<file path="config.mk">
export PLATFORM = sky130hd
export DESIGN_NAME = div_ctrl
export DESIGN_NICKNAME = d
export VERILOG_FILES = /design/src/rtl/div_ctrl_pkg.sv /design/src/rtl/div_core_iter.sv /design/src/rtl/div_ctrl.sv
export SDC_FILE = /design/constraint.sdc
export NUM_CORES = 1
export LEC_CHECK = 0
export BUFFER_PORTS_ARGS = -buffer_cell sky130_fd_sc_hd__buf_2
export CAP_MARGIN = 10
export CORE_MARGIN = 2
export CORE_UTILIZATION = 50
export DETAILED_ROUTE_END_ITERATION = 10
export PLACE_DENSITY = 0.69
export SLEW_MARGIN = 20
export SYNTH_ARGS = -nofsm -noshare
export SYNTH_HDL_FRONTEND = slang
export SYNTH_SLANG_ARGS = --single-unit
</file>
<file path="constraint.sdc">
create_clock -name clk -period 4.14 [get_ports clk]
set_input_delay 0.828 -clock clk [delete_from_list [all_inputs] [get_ports clk]]
set_output_delay 0.828 -clock clk [all_outputs]
set_load 0.02 [all_outputs]
</file>
<file path="src/rtl/div_ctrl_pkg.sv">
// Shared definitions for the EX-stage divider controller and its iterative core.
// Latency: n/a (types and constants only).
// Backpressure: n/a.
//
// Contents: FSM state encoding, default widths, and the latched-operation record
// that div_ctrl keeps for the sign fix-up and divide-by-zero bypass.
package div_ctrl_pkg;

  localparam int DIV_DATA_W = 32;
  localparam int DIV_CNT_W  = 6;
  // EX -> divider request bus: signed flag, is_mod flag, two operands.
  localparam int DIV_BUS_W  = 2 + 2 * DIV_DATA_W;

  typedef enum logic [1:0] {
    DIV_IDLE = 2'd0,
    DIV_RUN  = 2'd1,
    DIV_DONE = 2'd2
  } div_state_e;

  // Per-operation attributes captured on the accepting edge.
  typedef struct packed {
    logic is_signed;
    logic is_mod;
    logic s1;        // sign bit of dividend
    logic s2;        // sign bit of divisor
    logic divzero;   // divisor was zero
  } div_op_t;

endpackage

</file>
<file path="src/rtl/div_core_iter.sv">
// Unsigned restoring shift-subtract divider core, one quotient bit per step.
// Latency: DATA_W steps after load; outputs are valid once the last step has registered.
// Backpressure: none; sequencing (load/step/clear) is entirely owned by div_ctrl.
//
// Ports: clk, resetn (async active-low); load latches dividend/divisor and zeroes the
// partial remainder; step performs one iteration; clear discards all state.
// quotient/remainder are the register contents.
module div_core_iter #(
  parameter int DATA_W = 32
) (
  input  logic              clk,
  input  logic              resetn,
  input  logic              load,
  input  logic              step,
  input  logic              clear,
  input  logic [DATA_W-1:0] dividend,
  input  logic [DATA_W-1:0] divisor,
  output logic [DATA_W-1:0] quotient,
  output logic [DATA_W-1:0] remainder
);

  logic [DATA_W-1:0] rem_q;
  logic [DATA_W-1:0] quo_q;
  logic [DATA_W-1:0] dvs_q;

  // The shifted partial remainder can reach 2*divisor-1, so it needs DATA_W+1 bits;
  // one more bit on the difference captures the borrow.
  logic [DATA_W:0]   shifted;
  logic [DATA_W+1:0] diff;
  logic              ge;
  logic              diff_unused;

  assign shifted     = {rem_q, quo_q[DATA_W-1]};
  assign diff        = {1'b0, shifted} - {2'b00, dvs_q};
  assign ge          = ~diff[DATA_W+1];
  // When ge is set the difference is below the divisor, so bit DATA_W is always zero.
  assign diff_unused = diff[DATA_W];

  always_ff @(posedge clk or negedge resetn) begin
    if (!resetn) begin
      rem_q <= '0;
      quo_q <= '0;
      dvs_q <= '0;
    end else if (clear) begin
      rem_q <= '0;
      quo_q <= '0;
      dvs_q <= '0;
    end else if (load) begin
      rem_q <= '0;
      quo_q <= dividend;
      dvs_q <= divisor;
    end else if (step) begin
      rem_q <= ge ? diff[DATA_W-1:0] : shifted[DATA_W-1:0];
      quo_q <= {quo_q[DATA_W-2:0], ge};
    end
  end

  assign quotient  = quo_q;
  assign remainder = rem_q;

endmodule

</file>
<file path="src/rtl/div_ctrl.sv">
// Sequencing controller for the EX-stage divider (div.w/mod.w/div.wu/mod.wu).
// Latency: res_valid rises DATA_W+1 edges after the accepting edge, for any operands.
// Backpressure: result held in DONE until res_ready; no new request accepted until back in IDLE.
//
// Ports: clk, resetn (async active-low); req_valid/req_ready with req_signed, req_is_mod,
// req_src1 (dividend), req_src2 (divisor); cancel flushes everything; res_valid/res_ready
// with res_data; busy is high whenever the FSM is not idle.
module div_ctrl
  import div_ctrl_pkg::*;
#(
  parameter int DATA_W = DIV_DATA_W,
  parameter int CNT_W  = DIV_CNT_W
) (
  input  logic              clk,
  input  logic              resetn,
  input  logic              req_valid,
  output logic              req_ready,
  input  logic              req_signed,
  input  logic              req_is_mod,
  input  logic [DATA_W-1:0] req_src1,
  input  logic [DATA_W-1:0] req_src2,
  input  logic              cancel,
  output logic              res_valid,
  input  logic              res_ready,
  output logic [DATA_W-1:0] res_data,
  output logic              busy
);

  div_state_e        state_q, state_d;
  logic [CNT_W-1:0]  cnt_q;
  div_op_t           op_q;
  logic [DATA_W-1:0] abs1_q;
  logic              res_valid_q;
  logic [DATA_W-1:0] res_data_q;

  logic              accept;
  logic              step;
  logic              finish;

  logic [DATA_W-1:0] abs1;
  logic [DATA_W-1:0] abs2;
  logic [DATA_W-1:0] core_quo;
  logic [DATA_W-1:0] core_rem;
  logic [DATA_W-1:0] raw_src1;
  logic [DATA_W-1:0] quo_fix;
  logic [DATA_W-1:0] rem_fix;
  logic [DATA_W-1:0] res_next;

  // Operand magnitudes; 0x80000000 maps to itself, which keeps the overflow case
  // correct modulo 2^DATA_W without special handling.
  assign abs1 = (req_signed && req_src1[DATA_W-1]) ? (-req_src1) : req_src1;
  assign abs2 = (req_signed && req_src2[DATA_W-1]) ? (-req_src2) : req_src2;

  // ---------------- FSM ----------------
  always_ff @(posedge clk or negedge resetn) begin
    if (!resetn) begin
      state_q <= DIV_IDLE;
    end else begin
      state_q <= state_d;
    end
  end

  always_comb begin
    state_d   = state_q;
    req_ready = 1'b0;
    accept    = 1'b0;
    step      = 1'b0;
    finish    = 1'b0;
    case (state_q)
      DIV_IDLE: begin
        req_ready = !cancel;
        if (req_valid && !cancel) begin
          accept  = 1'b1;
          state_d = DIV_RUN;
        end
      end
      DIV_RUN: begin
        // DATA_W iteration cycles, then one cycle to register the fixed-up result.
        if (cnt_q != '0) begin
          step = 1'b1;
        end else begin
          finish  = 1'b1;
          state_d = DIV_DONE;
        end
      end
      DIV_DONE: begin
        if (res_ready) begin
          state_d = DIV_IDLE;
        end
      end
      default: begin
        state_d = DIV_IDLE;
      end
    endcase
    // Flush beats everything else in the same cycle.
    if (cancel) begin
      state_d = DIV_IDLE;
      step    = 1'b0;
      finish  = 1'b0;
    end
  end

  // ---------------- Operation latch and counter ----------------
  always_ff @(posedge clk or negedge resetn) begin
    if (!resetn) begin
      op_q   <= '0;
      abs1_q <= '0;
    end else if (accept) begin
      op_q.is_signed <= req_signed;
      op_q.is_mod    <= req_is_mod;
      op_q.s1        <= req_src1[DATA_W-1];
      op_q.s2        <= req_src2[DATA_W-1];
      op_q.divzero   <= (req_src2 == '0);
      abs1_q         <= abs1;
    end
  end

  always_ff @(posedge clk or negedge resetn) begin
    if (!resetn) begin
      cnt_q <= '0;
    end else if (cancel) begin
      cnt_q <= '0;
    end else if (accept) begin
      cnt_q <= CNT_W'(DATA_W);
    end else if (step) begin
      cnt_q <= cnt_q - 1'b1;
    end
  end

  // ---------------- Iterative core ----------------
  div_core_iter #(
    .DATA_W (DATA_W)
  ) u_core (
    .clk       (clk),
    .resetn    (resetn),
    .load      (accept),
    .step      (step),
    .clear     (cancel),
    .dividend  (abs1),
    .divisor   (abs2),
    .quotient  (core_quo),
    .remainder (core_rem)
  );

  // ---------------- Sign fix-up and divide-by-zero bypass ----------------
  always_comb begin
    // Rebuild the original dividend from its magnitude for the divide-by-zero remainder.
    raw_src1 = (op_q.is_signed && op_q.s1) ? (-abs1_q) : abs1_q;
    quo_fix  = (op_q.is_signed && (op_q.s1 != op_q.s2)) ? (-core_quo) : core_quo;
    rem_fix  = (op_q.is_signed && op_q.s1) ? (-core_rem) : core_rem;
    if (op_q.divzero) begin
      res_next = op_q.is_mod ? raw_src1 : '1;
    end else begin
      res_next = op_q.is_mod ? rem_fix : quo_fix;
    end
  end

  // ---------------- Result register ----------------
  always_ff @(posedge clk or negedge resetn) begin
    if (!resetn) begin
      res_valid_q <= 1'b0;
    end else if (cancel) begin
      res_valid_q <= 1'b0;
    end else if (finish) begin
      res_valid_q <= 1'b1;
    end else if ((state_q == DIV_DONE) && res_ready) begin
      res_valid_q <= 1'b0;
    end
  end

  always_ff @(posedge clk or negedge resetn) begin
    if (!resetn) begin
      res_data_q <= '0;
    end else if (finish) begin
      res_data_q <= res_next;
    end
  end

  assign res_valid = res_valid_q;
  assign res_data  = res_data_q;
  assign busy      = (state_q != DIV_IDLE);

endmodule

</file>
## Word-level counts from Yosys, hierarchy flattened

Cells that the tools add are included.

| word-level totals | value |
|---|---|
| logic and storage cells | 79 |
| bits in registers | 174 |
| input bits | 71 |
| output and inout bits | 35 |

| operators by class | value |
|---|---|
| muxes and demuxes | 37 |
| eq/ne operators | 6 |
| bitwise logic cells | 1 |
| $add $sub $neg | 7 |
| reductions and logical operators | 15 |

Operators with widths:

| operator | number |
|---|---|
| $mux 32 | 17 |
| $neg 32->32 | 5 |
| $sub 33x32->34 | 1 |
| $logic_not 32->1 | 1 |
| $mux 6 | 3 |
| $mux 1 | 12 |
| $ne 3x3->1 const B | 3 |
| $mux 2 | 4 |
| $logic_and 1x1->1 | 6 |
| $pmux 2 s3 | 1 |
| $reduce_bool 3->1 | 2 |
| $reduce_bool 6->1 | 1 |
| $sub 6x1->6 const B | 1 |
| $reduce_bool 2->1 | 2 |
| $reduce_and 3->1 | 1 |
| $eq 2x1->1 const B | 1 |
| $eq 2x2->1 const B | 1 |
| $logic_not 2->1 | 1 |
| $logic_not 1->1 | 1 |
| $ne 1x1->1 | 1 |
| $not 1->1 | 1 |

## Depth between registers and ports, before layout

| depth | value |
|---|---|
| depth in word-level cells | 7 |
| gate-level depth with buffers | 14 |
| gate-level depth less buffers | 12 |

## Modules after synthesis

From an unflattened synthesis, not the netlist that was laid out.

| unflattened totals | value |
|---|---|
| cell total of the unflattened synthesis | 1616 |
| area, all modules | 13292.7 um^2 |

Modules (own cells, without submodules):

| module | cells an instance | sequential area each (um^2) | times used | area an instance (um^2) |
|---|---|---|---|---|
| div_ctrl | 920 | 1951.9 | 1 | 7206.9 |
| div_core_iter | 696 | 2402.3 | 1 | 6085.8 |

## Worst setup path before layout

No wires, ideal clock.

| path | value |
|---|---|
| kind | input-to-reg |
| start | in req_src2[8] |
| end | reg u_core.dvs_q[27] |
| stages on the path | 9 |
| arrival | 2.995 ns |
| buffers on the path | 0 |
| library setup time | 0.138 ns |
| data required time | 4.002 ns |
| setup slack | 1.007 ns |
| cell sequence | or4_4 > or3_4 > nor4_4 > nand2_2 > or4_4 > nor3_4 > a21oi_1 > xnor2_1 > o22ai_1 |

| between the ends | value |
|---|---|
| word-level cells in the longest chain between the ends | 4 |

RTL lines:

| item | RTL line | text |
|---|---|---|
| start, declared | div_ctrl.sv:21 | `input logic [DATA_W-1:0] req_src2,` |
| $neg 32->32 | div_ctrl.sv:52 | `assign abs2 = (req_signed && req_src2[DATA_W-1]) ? (-req_src2) : req_src2;` |
| $mux 32 | div_ctrl.sv:52 |  |
| $mux 32 | div_core_iter.sv:48 | `end else if (load) begin` |
| $mux 32 | div_core_iter.sv:44 | `end else if (clear) begin` |
| end signal, assigned | div_core_iter.sv:51 | `dvs_q <= divisor;` |
| end, declared | div_core_iter.sv:24 | `logic [DATA_W-1:0] dvs_q;` |

No other way between the ends. The select of a mux whose other input is x is not followed.
A chain may end at the register's enable or synchronous reset.

## Worst setup path after layout

| path | value |
|---|---|
| start | reg u_core.rem_q[7], in the netlist u_core.remainder[7] |
| end | reg u_core.rem_q[1], in the netlist u_core.remainder[1] |

| between the ends | value |
|---|---|
| word-level cells in the longest chain between the ends | 5 |

RTL lines:

| item | RTL line | text |
|---|---|---|
| start, declared | div_core_iter.sv:22 | `logic [DATA_W-1:0] rem_q;` |
| start signal, assigned | div_core_iter.sv:53 | `rem_q <= ge ? diff[DATA_W-1:0] : shifted[DATA_W-1:0];` |
| $sub 33x32->34 | div_core_iter.sv:34 | `assign diff = {1'b0, shifted} - {2'b00, dvs_q};` |
| $mux 32 | div_core_iter.sv:53 |  |
| $mux 32 | div_core_iter.sv:52 | `end else if (step) begin` |
| $mux 32 | div_core_iter.sv:48 |  |
| $mux 32 | div_core_iter.sv:44 |  |

No other way between the ends. The select of a mux whose other input is x is not followed.

==> qor.yml <==
slew_violations: 0
die-area_um2: 26200
gp_congestion: 0.927
period_needed_ns: 3.45
dpl_worst_slack_ns: 0.648
cp_max_fo: 20
numCtsBuffers: 17
reg2reg_slack_ns: 0.69
synthTopCellsByArea: "dfrtp_1 35%, xnor2_1 7.2%, nand2_1 5.9%, xor2_1 4.9%, o21ai_0 4.7%"
gr-usage-all-layers: 0.289
regToRegStartpoint: "u_core.remainder[7]$_DFFE_PN0P_"
status: "finished, final reports clean"
grt_pass1_wl_mm: 59.7
peakVddDrop_v: 0.000249
via_per_inst: 6.08
nets: 1693
syn2layout_area_growth_pct: 10.6
initial_core_util: 0.512
clk_pin_slew_ns: 0.07
worstSetupStartpointType: "flip-flop"
ys_seq_elements: 174
cts_max_level: 4
critical_path_class: "reg -> reg"
finalWorstSetupSlack_ns: 0.692
syn_inst: 1529
clock-sinks: 174
drv_cap: 0
ios: 106
endpoint_kind: "flip-flop"
synth_area_um2: 12500
synth.distinct_cells: 74
yosysSeqAreaShare: 0.349
final_area_um2: 13800
hold_viol_final: 0
drc: 0
drt_iter0_drc: 1035
die_y_um: 162
clock_skew_ns: 0.0116
first_pass_iters: 5
antenna_found_initial: 0
clock_latency_ns: 0.44
ant_nets: 0
max_stage_delay_ns: 0.53
r2r_cells: 11
cpMostUsedCell: "nand2_1"
finalCritPeriodShare: 0.833
synth_edf_count: 0
grt_pass1_vias: 10700
dp.cells: 1887
routedWlPerCell_um: 19.5
core_um2: 24400
max_slew_margin: 0.276
finalSetupTns_ns: 0
post-cts-setup-buffers: 0
drive_gt1_frac: 0.116
layout_commonest_cell: "nand2_1"
num_vias: 11700
min_path_type: "in -> async"
worstMarginPinSlew_ns: 1.08
rsz0062_at_grt: "false"
synth-async-reset-ratio: 1.00
synth.avg_cell_area_um2: 8.16
placed_cell_area_um2: 13200
yosys.area.top_type_share: 0.349
cts_hold_buf: 0
cp.arrival_ns: 3.78
placementRows: 57
wl_mm: 37.4
die_width_um: 162
synth_ff_type: "dfrtp_1"
dp_hpwl_mm: 28.5
path_cells: "ha_1, nand2_1, o21a_1, o221ai_1, inv_1, a2111oi_2, nor3_1, nor2_2, buf_4, nand2_1, a32o_1"
cts_root_buffer: "clkbuf_16"
fmax_mhz: 290
grt_overflow: 0
clock_path_buffers: 2
cts_tree: "yes"
fin_cells: 1920
portBuffers: 105
ys_warn_count: 0
leakagePower_uw: 0.00617
cp_slowest_cell: "a2111oi_2"
critPathRequiredTime_ns: 4.47
powerDensity_nw_per_um2: 487
layout_common_cells: "194 x nand2_1, 174 x dfrtp_1, 118 x o21ai_0"
grt_max_degree: 99
path_buf_inv: 2
cts_resized: 0
synth_area_leader_cell: "dfrtp_1"
path_delay_family: "compound AO/OA/AOI/OAI gates"
syn_nets: 1640
r2r_end: "u_core.remainder[1]$_DFFE_PN0P_"
setup_viol: 0
-- metrics by stage --
stage | power (uW) | utilization | hold slack [ns]
after global placement | 5080 | 0.543 | 0.450
after CTS | 6700 | 0.566 | 0.401
after floorplan | 4280 | - | 0.466
after detailed placement | 5130 | 0.543 | 0.456
after global routing | 7140 | 0.566 | 0.419
final | 6730 | 0.566 | 0.379
-- worst max path at each step --
stage | startpoint | slack [ns] | endpoint | cells after the start
after floorplan | req_src2[8] | 1.01 | u_core.dvs_q[27]$_DFFE_PN0P_ | 9
final | u_core.remainder[7]$_DFFE_PN0P_ | 0.69 | u_core.remainder[1]$_DFFE_PN0P_ | 11
after global routing | u_core.remainder[10]$_DFFE_PN0P_ | 0.38 | u_core.remainder[1]$_DFFE_PN0P_ | 10
after global placement | req_src2[8] | 0.72 | u_core.dvs_q[29]$_DFFE_PN0P_ | 10
after CTS | u_core.remainder[2]$_DFFE_PN0P_ | 0.75 | u_core.remainder[1]$_DFFE_PN0P_ | 11
after detailed placement | req_src2[8] | 0.65 | u_core.dvs_q[29]$_DFFE_PN0P_ | 10
-- power by group --
group | internal, uW | total (uW) | switching [uW]
registers | 2070 | 2460 | 384
clock network | 813 | 1580 | 763
logic | 998 | 2700 | 1700
-- synthesized netlist by cell type (9+ instances only) --
| library cell | count |
|---|---|
| a21oi_1 | 82 |
| o211ai_1 | 12 |
| nand2b_1 | 12 |
| nand2_1 | 195 |
| or4_1 | 10 |
| and2_1 | 11 |
| inv_1 | 62 |
| nor3_1 | 33 |
| a32oi_1 | 12 |
| o41ai_1 | 13 |
| a22oi_1 | 13 |
| a31oi_1 | 19 |
| mux2i_1 | 22 |
| o31ai_1 | 36 |
| nand3_1 | 59 |
| or3_1 | 23 |
| ha_1 | 39 |
| dfrtp_1 | 174 |
| nand4_1 | 9 |
| o21ai_0 | 118 |
| nor4_1 | 19 |
| a21o_1 | 18 |
| xor2_1 | 70 |
| o22ai_1 | 40 |
| o21ai_1 | 30 |
| nor2_1 | 106 |
| clkbuf_1 | 81 |
| xnor2_1 | 103 |
-- registers in the layout, summed over array words and instances (netlist names) --
| register | cells |
|---|---|
| abs1_q | 32 |
| cnt_q | 6 |
| op_q | 5 |
| res_data | 32 |
| res_valid | 1 |
| state_q | 2 |
| u_core.dvs_q | 32 |
| u_core.quotient | 32 |
| u_core.remainder | 32 |
-- area by class of cell --
class                   instances  area, um^2
fillers                      2321       10600
diodes                          1        2.50
inverters                      62         233
multi-input cells            1202        7560
well taps                     324         405
clock inverters                13         106
repair buffers                125         694
clock buffers                  19         453
flip-flops and latches        174        4350
-- cells by family (layout without fill, tap and decap cells) --
kind of cell	Yosys count	after routing	synth area share
mux	22	22	0.0176
flops	174	174	0.349
buf+inv	153	219	0.0464
fa+ha+maj	40	40	0.0407
xor+xnor	173	173	0.121
other cells	0	1	0
compound gates	451	451	0.229
simple gates	516	516	0.196
-- per-layer routing --
metal	routed length (um)	global-route usage	vias to the layer above
met1	18000	0.445	5598
met4	685	0.0784	0
li1	-	-	5608
met2	16100	0.423	415
met3	2570	0.0401	45
met5	0	0	-
No activity file was read; power rests on OpenSTA's default activity.
